`config.mk`:
```
export PLATFORM = sky130hd
export DESIGN_NAME = ast_width_reducer
export DESIGN_NICKNAME = d
export VERILOG_FILES = /design/src/rtl/ast_wr_pkg.sv /design/src/rtl/ast_width_reducer.sv
export SDC_FILE = /design/constraint.sdc
export NUM_CORES = 1
export LEC_CHECK = 0
export CORE_MARGIN = 2
export CORE_UTILIZATION = 47
export CTS_CLUSTER_SIZE = 8
export DETAILED_ROUTE_END_ITERATION = 10
export GPL_TIMING_DRIVEN = 0
export PLACE_DENSITY = 0.85
export RECOVER_POWER = 50
export SLEW_MARGIN = 20
export SYNTH_ARGS = -nofsm -noshare
export SYNTH_HDL_FRONTEND = slang
export SYNTH_SLANG_ARGS = --single-unit
```
`constraint.sdc`:
```
create_clock -name clk_i -period 26.4 [get_ports clk_i]
set_clock_uncertainty 0.15 [all_clocks]
set_input_delay 7.92 -clock clk_i [delete_from_list [all_inputs] [get_ports clk_i]]
set_output_delay 7.92 -clock clk_i [all_outputs]
set_load 0.03 [all_outputs]
```
`src/rtl/ast_wr_pkg.sv`:
```
// Shared types for the Avalon-ST width reducer.
package ast_wr_pkg;

  typedef enum logic {
    IDLE_S = 1'b0,
    SEND_S = 1'b1
  } wr_state_t;

endpackage

```
`src/rtl/ast_width_reducer.sv`:
```
// Avalon-ST width reducer: splits each wide beat into up to RATIO narrow words,
// keeping sop/eop/empty/channel framing intact.
module ast_width_reducer
  import ast_wr_pkg::*;
#(
  parameter int DATA_IN_W   = 256,
  parameter int EMPTY_IN_W  = ($clog2(DATA_IN_W/8) > 0) ? $clog2(DATA_IN_W/8) : 1,
  parameter int CHANNEL_W   = 10,
  parameter int DATA_OUT_W  = 64,
  parameter int EMPTY_OUT_W = ($clog2(DATA_OUT_W/8) > 0) ? $clog2(DATA_OUT_W/8) : 1
) (
  input  logic                   clk_i,
  input  logic                   srst_i,

  input  logic [DATA_IN_W-1:0]   ast_data_i,
  input  logic                   ast_startofpacket_i,
  input  logic                   ast_endofpacket_i,
  input  logic                   ast_valid_i,
  input  logic [EMPTY_IN_W-1:0]  ast_empty_i,
  input  logic [CHANNEL_W-1:0]   ast_channel_i,
  output logic                   ast_ready_o,

  output logic [DATA_OUT_W-1:0]  ast_data_o,
  output logic                   ast_startofpacket_o,
  output logic                   ast_endofpacket_o,
  output logic                   ast_valid_o,
  output logic [EMPTY_OUT_W-1:0] ast_empty_o,
  output logic [CHANNEL_W-1:0]   ast_channel_o,
  input  logic                   ast_ready_i
);

  localparam int RATIO     = DATA_IN_W / DATA_OUT_W;
  localparam int IN_BYTES  = DATA_IN_W / 8;
  localparam int OUT_BYTES = DATA_OUT_W / 8;
  localparam int IDX_W     = ($clog2(RATIO) > 0) ? $clog2(RATIO) : 1;

  // Index of the final word of a beat (words - 1).
  function automatic logic [IDX_W-1:0] calc_last_idx(
    input logic                  eop,
    input logic [EMPTY_IN_W-1:0] empty
  );
    int vb;
    vb = IN_BYTES - int'(empty);
    if (eop) return IDX_W'((vb - 1) / OUT_BYTES);
    else     return IDX_W'(RATIO - 1);
  endfunction

  // Unused top bytes of the final word: words*OUT_BYTES - valid_bytes.
  function automatic logic [EMPTY_OUT_W-1:0] calc_last_empty(
    input logic                  eop,
    input logic [EMPTY_IN_W-1:0] empty
  );
    int vb;
    vb = IN_BYTES - int'(empty);
    if (eop) return EMPTY_OUT_W'(OUT_BYTES - 1 - ((vb - 1) % OUT_BYTES));
    else     return '0;
  endfunction

  wr_state_t                        r_state;
  wr_state_t                        w_state_nxt;
  logic [IDX_W-1:0]                 r_idx;
  logic [IDX_W-1:0]                 w_idx_nxt;

  logic [RATIO-1:0][DATA_OUT_W-1:0] r_data;
  logic                             r_sop;
  logic                             r_eop;
  logic [CHANNEL_W-1:0]             r_chan;
  logic [IDX_W-1:0]                 r_last_idx;
  logic [EMPTY_OUT_W-1:0]           r_last_empty;

  logic                             w_out_vld;
  logic                             w_last;
  logic                             w_xfer;
  logic                             w_accept;

  assign w_out_vld   = (r_state == SEND_S);
  assign w_last      = (r_idx == r_last_idx);
  assign w_xfer      = w_out_vld && ast_ready_i;
  assign ast_ready_o = (r_state == IDLE_S) || (w_out_vld && w_last && ast_ready_i);
  assign w_accept    = ast_valid_i && ast_ready_o;

  always_comb begin
    w_state_nxt = r_state;
    w_idx_nxt   = r_idx;
    unique case (r_state)
      IDLE_S: begin
        if (w_accept) begin
          w_state_nxt = SEND_S;
          w_idx_nxt   = '0;
        end
      end
      SEND_S: begin
        if (w_xfer) begin
          if (w_last) begin
            // A new beat may be accepted in the same cycle the last word leaves.
            w_state_nxt = w_accept ? SEND_S : IDLE_S;
            w_idx_nxt   = '0;
          end else begin
            w_idx_nxt = r_idx + 1'b1;
          end
        end
      end
      default: begin
        w_state_nxt = IDLE_S;
        w_idx_nxt   = '0;
      end
    endcase
  end

  always_ff @(posedge clk_i) begin
    if (srst_i) begin
      r_state <= IDLE_S;
      r_idx   <= '0;
    end else begin
      r_state <= w_state_nxt;
      r_idx   <= w_idx_nxt;
    end
  end

  // Holding register: no reset needed, every output is gated by w_out_vld.
  always_ff @(posedge clk_i) begin
    if (w_accept) begin
      r_data       <= ast_data_i;
      r_sop        <= ast_startofpacket_i;
      r_eop        <= ast_endofpacket_i;
      r_chan       <= ast_channel_i;
      r_last_idx   <= calc_last_idx(ast_endofpacket_i, ast_empty_i);
      r_last_empty <= calc_last_empty(ast_endofpacket_i, ast_empty_i);
    end
  end

  assign ast_valid_o         = w_out_vld;
  assign ast_data_o          = w_out_vld ? r_data[r_idx] : '0;
  assign ast_startofpacket_o = w_out_vld && r_sop && (r_idx == '0);
  assign ast_endofpacket_o   = w_out_vld && r_eop && w_last;
  assign ast_empty_o         = (w_out_vld && r_eop && w_last) ? r_last_empty : '0;
  assign ast_channel_o       = w_out_vld ? r_chan : '0;

endmodule

```
== Word-level counts from Yosys, hierarchy flattened ==
Cells that the tools add are included.
Cells by class
  $add $sub $neg: 5
  reductions and logical operators: 12
  bitwise logic cells: 2
  equal/unequal tests: 3
  order comparisons: 1
  muxes and demuxes: 13
Operator list (number)
  $bmux 64 s2: 1
  $mux 64: 2
  $mux 10: 1
  $logic_and 1x1->1: 8
  $sub 7x2->8 const B: 1
  $sub 6x5->7 const A: 1
  $mux 2: 3
  $pmux 2 s2: 1
  $lt 2x3->1 const B: 1
  $mux 1: 3
  $mux 3: 1
  $reduce_or 3->1: 1
  $sub 1x3->3 const A: 1
  $add 2x1->2: 1
  $add 2x1->2 const B: 1
  $eq 2x2->1: 1
  $logic_not 2->1: 1
  $ne 2x1->1 const B: 1
  $ne 2x2->1 const B: 1
  $pmux 1 s2: 1
  $reduce_and 2->1: 1
  $and 1x1->1: 1
  $logic_or 1x1->1: 1
  $not 1->1: 1
Word-level totals
  output and inout bits: 81
  flip-flop bits (word level): 276

== Longest topological paths before layout ==
Gate-level depths: netlist of run 1.
  depth in word-level cells: 9
  mapped depth: 9
  gate-level depth less buffers: 9

== Worst setup path after synthesis of run 1 ==
Ideal clock, no wire load.
  path type: input -> output
  start point: input ast_ready_i
  end point: output ast_ready_o
  stages on the path: 2
  arrival time: 8547 ps
  data required time: 18330 ps
  slack: 9783 ps
  buffers on the path: 0
  path through: inv_1 -> o31ai_2
Between the ends
  cells in the longest elaborated chain, start to end: 2
RTL lines
  start: declaration: RTL line ast_width_reducer.sv:29  | input logic ast_ready_i
  $logic_and 1x1->1: RTL line ast_width_reducer.sv:79  | assign ast_ready_o = (r_state == IDLE_S) || (w_out_vld && w_last && ast_ready_i);
  $logic_or 1x1->1: RTL line ast_width_reducer.sv:79
  end: declaration: RTL line ast_width_reducer.sv:21  | output logic ast_ready_o,
No other way between the ends.

== Worst setup path after layout of run 1 ==
Ends and elaborated chain as after synthesis.

==> results.cfg, run 1 <==
[floorplanning]
fp.dieH_um = 154.5
top_level_ports = 358
die_x_um = 154.5
initial_core_util = 0.4746
num_rows = 55
fp.dieArea_mm2 = 0.02387
core_mm2 = 0.02243

[clocking]
cts_setup_buffers = 0
clk_pin_slew_ns = 0.05
cts-hold-fix-buffers = 0
cts_buffers = 40
ctsResizeCount = 0
cts_htree_levels = 2
ctsLongestPathBuffers = 3
clock-root-buffer = clkbuf_16
cts_tree = built
clkLatencyLatePin_ns = 0.50
clock_sinks = 276

[sta]
period_needed_ns = 17.83
hold_violations = 0
relSlewSlack = -0.7738
rsz0062_at_grt = no
clock.fmax_ghz = 0.05609
setup_tns_ns = 0
finalSetupViolations = 0
fin_crit_sh = 0.6754
worstMarginPinSlew_ns = 2.661
slew_violations = 78

[finish]
instances_no_fill = 1197
fill_cells = 1394
utilization = 0.7036
finalNetCount = 1171
syn_to_final_growth_pct = 48.27
drive_gt1_frac = 0.1378

[grt]
antenna_found_initial = 13
grt_pass1_wl_um = 37420
grt_pass1_vias = 6780
grt_max_degree = 57
grt_use_total = 0.2101
grt-ovfl-total = 0

[setup_path]
required_ns = 18.33
arrival_ns = 9.76
worst-path-max-fanout = 4
startpoint_type = input pin
path_class = input pin to output pin
endpoint_kind = output pin

[yosys]
synth_top_area_cell = edfxtp_1
synth_top_area_share = 0.7700
synthFlopType = edfxtp_1
synth-async-reset-ratio = 0
syn_area_per_cell_um2 = 21.91
seq_area_frac_synth = 0.7756
synth-edff-count = 273
ys_ff_latch = 276
yosys_warnings = 0
netlist_instances = 486
syn-num-nets = 767
synth_cell_type_count = 29
synth_area_leaders = edfxtp_1 (77%), mux4_2 (14%), and2_1 (4.6%)
syn_area_mm2 = 0.01065

[status]
status = complete, but fails checks
violations = capacitance limit, slew limit

[route]
ant_nets = 0
via_per_inst = 5.136
drt-total-wl_um = 25440
drt_first_pass_iters = 4
drtIter0Drc = 323
vias = 6148
drcViolationCount = 0
wire_per_inst_um = 21.25

[power_and_ir_drop]
pwr_density_cell_mw_per_mm2 = 68.21
peakVddDrop_v = 0.00004411
leakage_nw = 5.408
p_total_mw = 1.077

[job]
max_cap_viol_count = 2

[placement]
dpl.hpwl_um = 18190
numPortBuffers = 357
gp_congestion = 0.8517
numPlacedInstances = 1133

[hold_path]
hold_class = register to register
cell type report:
| cell class | count | area (µm²) | share of cell area |
|---|---|---|---|
| clock buffers | 48 | 1052 | 0.06666 |
| clock inverters | 4 | 25.02 | 0.001585 |
| diodes | 12 | 30.03 | 0.001902 |
| inverters | 6 | 22.52 | 0.001427 |
| multi-input cells | 180 | 2207 | 0.1398 |
| plain buffers | 24 | 153.9 | 0.009750 |
| repair buffers | 362 | 3680 | 0.2331 |
| flip-flops and latches | 276 | 8258 | 0.5231 |
| well taps | 285 | 356.6 | 0.02259 |
routing by layer:
layer / global-route usage / share of wire / vias to the layer above
li1: - / - / 2771
met1: 0.2336 / 0.35 / 2991
met2: 0.3690 / 0.52 / 315
met3: 0.07649 / 0.090 / 69
met4: 0.08289 / 0.032 / 2
met5: 0 / 0.00051 / -
final timing paths:
path                                              end                        start  slack [ns]  cells past startpoint
worst max-delay path                      ast_ready_o                  ast_ready_i        8.57                      4
worst min-delay path            r_idx[0]$_SDFFE_PP0P_  r_last_idx[0]$_SDFFCE_PN1P_        0.58                      2
worst max register to register  r_data[166]$_DFFE_PP_        r_idx[0]$_SDFFE_PP0P_       20.61                      9
worst min register to register  r_idx[0]$_SDFFE_PP0P_  r_last_idx[0]$_SDFFCE_PN1P_        0.58                      2
metrics by stage:
| step | setup WS, ns | hold WS (ns) | area [µm²] |
|---|---|---|---|
| detailed placement | 8.703 | 0.5649 | 14710 |
| global route | 8.505 | 0.6191 | 15790 |
| floorplan | 9.783 | 0.4523 | 10650 |
| finish | 8.570 | 0.5759 | 15790 |
| CTS | 8.712 | 0.5763 | 15790 |
| global placement | 8.430 | 0.5148 | 14580 |
cell usage in the layout (no fill, tap or decap), types with 2 or more instances in the layout:
cell type / instances
and2_1: 76
nand2b_1: 2
a21oi_1: 3
buf_6: 2
clkinv_1: 2
mux4_2: 64
nor2_1: 2
clkdlybuf4s50_1: 86
xor2_1: 3
o2111ai_1: 2
clkbuf_1: 17
dlygate4sd3_1: 271
and2_0: 2
buf_1: 2
inv_6: 2
diode_2: 12
buf_12: 2
clkbuf_16: 41
ha_1: 4
edfxtp_1: 273
inv_1: 6
nand2_1: 4
and3_1: 2
buf_8: 2
nor3_1: 2
and4_1: 3
dfxtp_1: 3
buf_16: 3
buf_2: 8
xnor2_1: 4
where the power goes:
part           switching [mW]  internal (mW)  total [mW]
sequential            0.00680          0.515       0.522
combinational          0.0501         0.0607       0.111
clock                   0.168          0.276       0.444
total                   0.225          0.852        1.08
worst max-delay path, stage by stage:
cell and delay, ns:
dlygate4sd3_1 0.62, inv_1 0.07, o31ai_1 0.37, clkdlybuf4s50_1 0.78
synth_stat cells, types with 3 or more instances:
cell type and count:
edfxtp_1 273, and2_1 78, mux4_2 64, clkbuf_1 9, buf_2 8, inv_1 6, ha_1 4, nand2_1 4
xnor2_1 4, a21oi_1 3, and4_1 3, dfxtp_1 3, xor2_1 3
kinds of logic after synthesis:
logic type | after synthesis | synth area share
DFF | 276 | 0.7756
and+or+nand+nor | 97 | 0.05629
muxes | 65 | 0.1363
buffers and inverters | 30 | 0.01657
AOI/OAI and AO/OA | 7 | 0.004700
xor gates and xnor gates | 7 | 0.005759
adders and majority gates | 4 | 0.004701
registers in the layout (all words and copies together), names as in the netlist:
| name | cells |
|---|---|
| ast_valid_o | 1 |
| r_chan | 10 |
| r_data | 256 |
| r_eop | 1 |
| r_idx | 2 |
| r_last_empty | 3 |
| r_last_idx | 2 |
| r_sop | 1 |
Note: power is estimated with default switching activity, not from simulation.
==> run 2: changes to the inputs <==
--- a/config.mk
+++ b/config.mk
@@ -6,11 +6,11 @@
 export NUM_CORES = 1
 export LEC_CHECK = 0
 export CORE_MARGIN = 2
-export CORE_UTILIZATION = 47
+export CORE_UTILIZATION = 46
 export CTS_CLUSTER_SIZE = 8
 export DETAILED_ROUTE_END_ITERATION = 10
 export GPL_TIMING_DRIVEN = 0
-export PLACE_DENSITY = 0.85
+export PLACE_DENSITY = 0.84
 export RECOVER_POWER = 50
 export SLEW_MARGIN = 20
 export SYNTH_ARGS = -nofsm -noshare
==> constraint.sdc (replaced) <==
create_clock -name clk_i -period 18.6 [get_ports clk_i]
set_clock_uncertainty 0.15 [all_clocks]
set_input_delay 5.58 -clock clk_i [delete_from_list [all_inputs] [get_ports clk_i]]
set_output_delay 5.58 -clock clk_i [all_outputs]
set_load 0.03 [all_outputs]
==> results.cfg, run 2 (synthesized netlist as in run 1, its figures left out) <==
[finish]
drive_gt1_frac = 0.1390
largest_reg_flops = 256
top_register = r_data
layout_commonest_cell = edfxtp_1
utilization = 0.6950
top_regs = r_data x256, r_chan x10, r_last_empty x3
finalNetCount = 1170
design_area_mm2 = 0.01578
syn_to_final_growth_pct = 48.24
mostFrequentLayoutCells = edfxtp_1 (273), dlygate4sd3_1 (270), clkdlybuf4s50_1 (87)

[power_and_ir_drop]
pwr_density_cell_mw_per_mm2 = 96.66
p_total_mw = 1.526
peakVddDrop_v = 0.00007878
leakage_nw = 5.411

[sta]
hold_violations = 0
finalSetupViolations = 0
worstMarginPinSlew_ns = 3.145
period_needed_ns = 13.15
setup_tns_ns = 0
clock.fmax_ghz = 0.07607
slew_violations = 47
fin_crit_sh = 0.7068
worst_slack_ns = 5.453
relSlewSlack = -1.098
rsz0062_at_grt = no

[route]
drtIter0Drc = 296
drcViolationCount = 0
drt_first_pass_iters = 4
ant_nets = 0
via_per_inst = 5.129
drt-total-wl_um = 25010
wire_per_inst_um = 20.97
vias = 6119

[setup_path]
crit_buf_inv = 3
reg2reg_from = r_idx[0]$_SDFFE_PP0P_
crit_family = buffers and inverters
startpoint = ast_ready_i
critPathMaxStageDelay_ns = 0.77
endpoint_kind = output pin
required_ns = 12.87
crit_chain = dlygate4sd3_1, inv_1, o31ai_1, clkdlybuf4s50_1
worst-path-max-fanout = 4
arrival_ns = 7.42
path_class = input pin to output pin
slowest_stage = clkdlybuf4s50_1
startpoint_type = input pin

[floorplanning]
fp.dieH_um = 156.1
die_x_um = 156.1
top_level_ports = 358
initial_core_util = 0.4688
core_mm2 = 0.02271
fp.dieArea_mm2 = 0.02438
num_rows = 55

[placement]
post-place-ws_ns = 5.629
numPortBuffers = 357
dpl.hpwl_um = 18210
place_area_mm2 = 0.01469
gp_congestion = 0.8024

[clocking]
cts_buffers = 40
ctsResizeCount = 0
clock_sinks = 276
clkLatencyLatePin_ns = 0.50
clock-root-buffer = clkbuf_16
cts_tree = built
cts_htree_levels = 2
cts-hold-fix-buffers = 0
ctsLongestPathBuffers = 3
cts_setup_buffers = 0
clk_pin_slew_ns = 0.05

[hold_path]
worstHoldStart = r_last_idx[0]$_SDFFCE_PN1P_
hold_class = register to register

[grt]
grt_pass1_vias = 6602
grt-ovfl-total = 0
antenna_found_initial = 13
grt_max_degree = 61
grt_pass1_wl_um = 36530
grt_use_total = 0.2023

[status]
violations = capacitance limit, slew limit
status = complete, but fails checks

[job]
max_cap_viol_count = 1
-- run 2: cell count changes in the layout (fill, tap and decap cells not counted), sizes merged --
cell / change
clkinv: -1
clkdlybuf4s50: +1
dlygate4sd3: -1
diode: -3
-- run 2: final cells by class --
cell class / count / area (µm²)
Inverter: 6 / 22.52
Fill cell: 1453 / 6927
Multi-Input combinational cell: 180 / 2207
Buffer: 24 / 153.9
Antenna cell: 9 / 22.52
Timing Repair Buffer: 361 / 3684
Sequential cell: 276 / 8258
Tap cell: 285 / 356.6
Clock buffer: 49 / 1056
Clock inverter: 3 / 22.52
-- run 2: path summary, 6_finish.rpt --
| kind | to | slack (ns) | cells after the start |
|---|---|---|---|
| worst min register to register | r_idx[0]$_SDFFE_PP0P_ | 0.56 | 2 |
| worst min-delay path | r_idx[0]$_SDFFE_PP0P_ | 0.56 | 2 |
| worst max-delay path | ast_ready_o | 5.45 | 4 |
| worst max register to register | r_data[145]$_DFFE_PP_ | 13.76 | 8 |
-- run 2: metrics by stage --
stage,hold WS (ns),cells
4_1_cts,0.5666,1184
6_report,0.5641,1193
3_5_place_dp,0.5569,1132
3_3_place_gp,0.5181,1128
5_1_grt,0.6001,1192
2_1_floorplan,0.4523,486
-- run 2: power by group --
| group | internal (mW) | total (mW) | switching (mW) | leakage, nW |
|---|---|---|---|---|
| Combinational | 0.0865 | 0.157 | 0.0705 | 2.25 |
| Sequential | 0.731 | 0.740 | 0.00925 | 2.63 |
| Clock | 0.392 | 0.628 | 0.236 | 0.528 |
-- run 2: routing by layer --
layer	global-route usage	vias up	part of all wire
met5	0	-	0.0022
met4	0.07602	8	0.024
met3	0.07083	49	0.087
met2	0.3605	279	0.53
met1	0.2236	3011	0.35
li1	-	2772	-
-- run 2: worst min-delay path, stage by stage (launching register included) --
cell	delay [ns]
edfxtp_1	0.37
o2111ai_1	0.13
a21oi_1	0.17
==> run 3: changes to the inputs <==
==> constraint.sdc (replaced) <==
create_clock -name clk_i -period 13.4 [get_ports clk_i]
set_clock_uncertainty 0.15 [all_clocks]
set_input_delay 4.02 -clock clk_i [delete_from_list [all_inputs] [get_ports clk_i]]
set_output_delay 4.02 -clock clk_i [all_outputs]
set_load 0.03 [all_outputs]
==> results of run 3 <==
Same layout as run 2 (identical final DEF). Status: complete, but fails checks: capacitance limit, slew limit.
Among the figures that moved: setup slack after placement 5.629 ns -> 3.549 ns; setup slack after layout 5.453 ns -> 3.373 ns; register-to-register setup slack 13.76 ns -> 8.56 ns; total power 1.526 mW -> 2.118 mW; worst IR drop on VDD 0.00007878 V -> 0.0001094 V
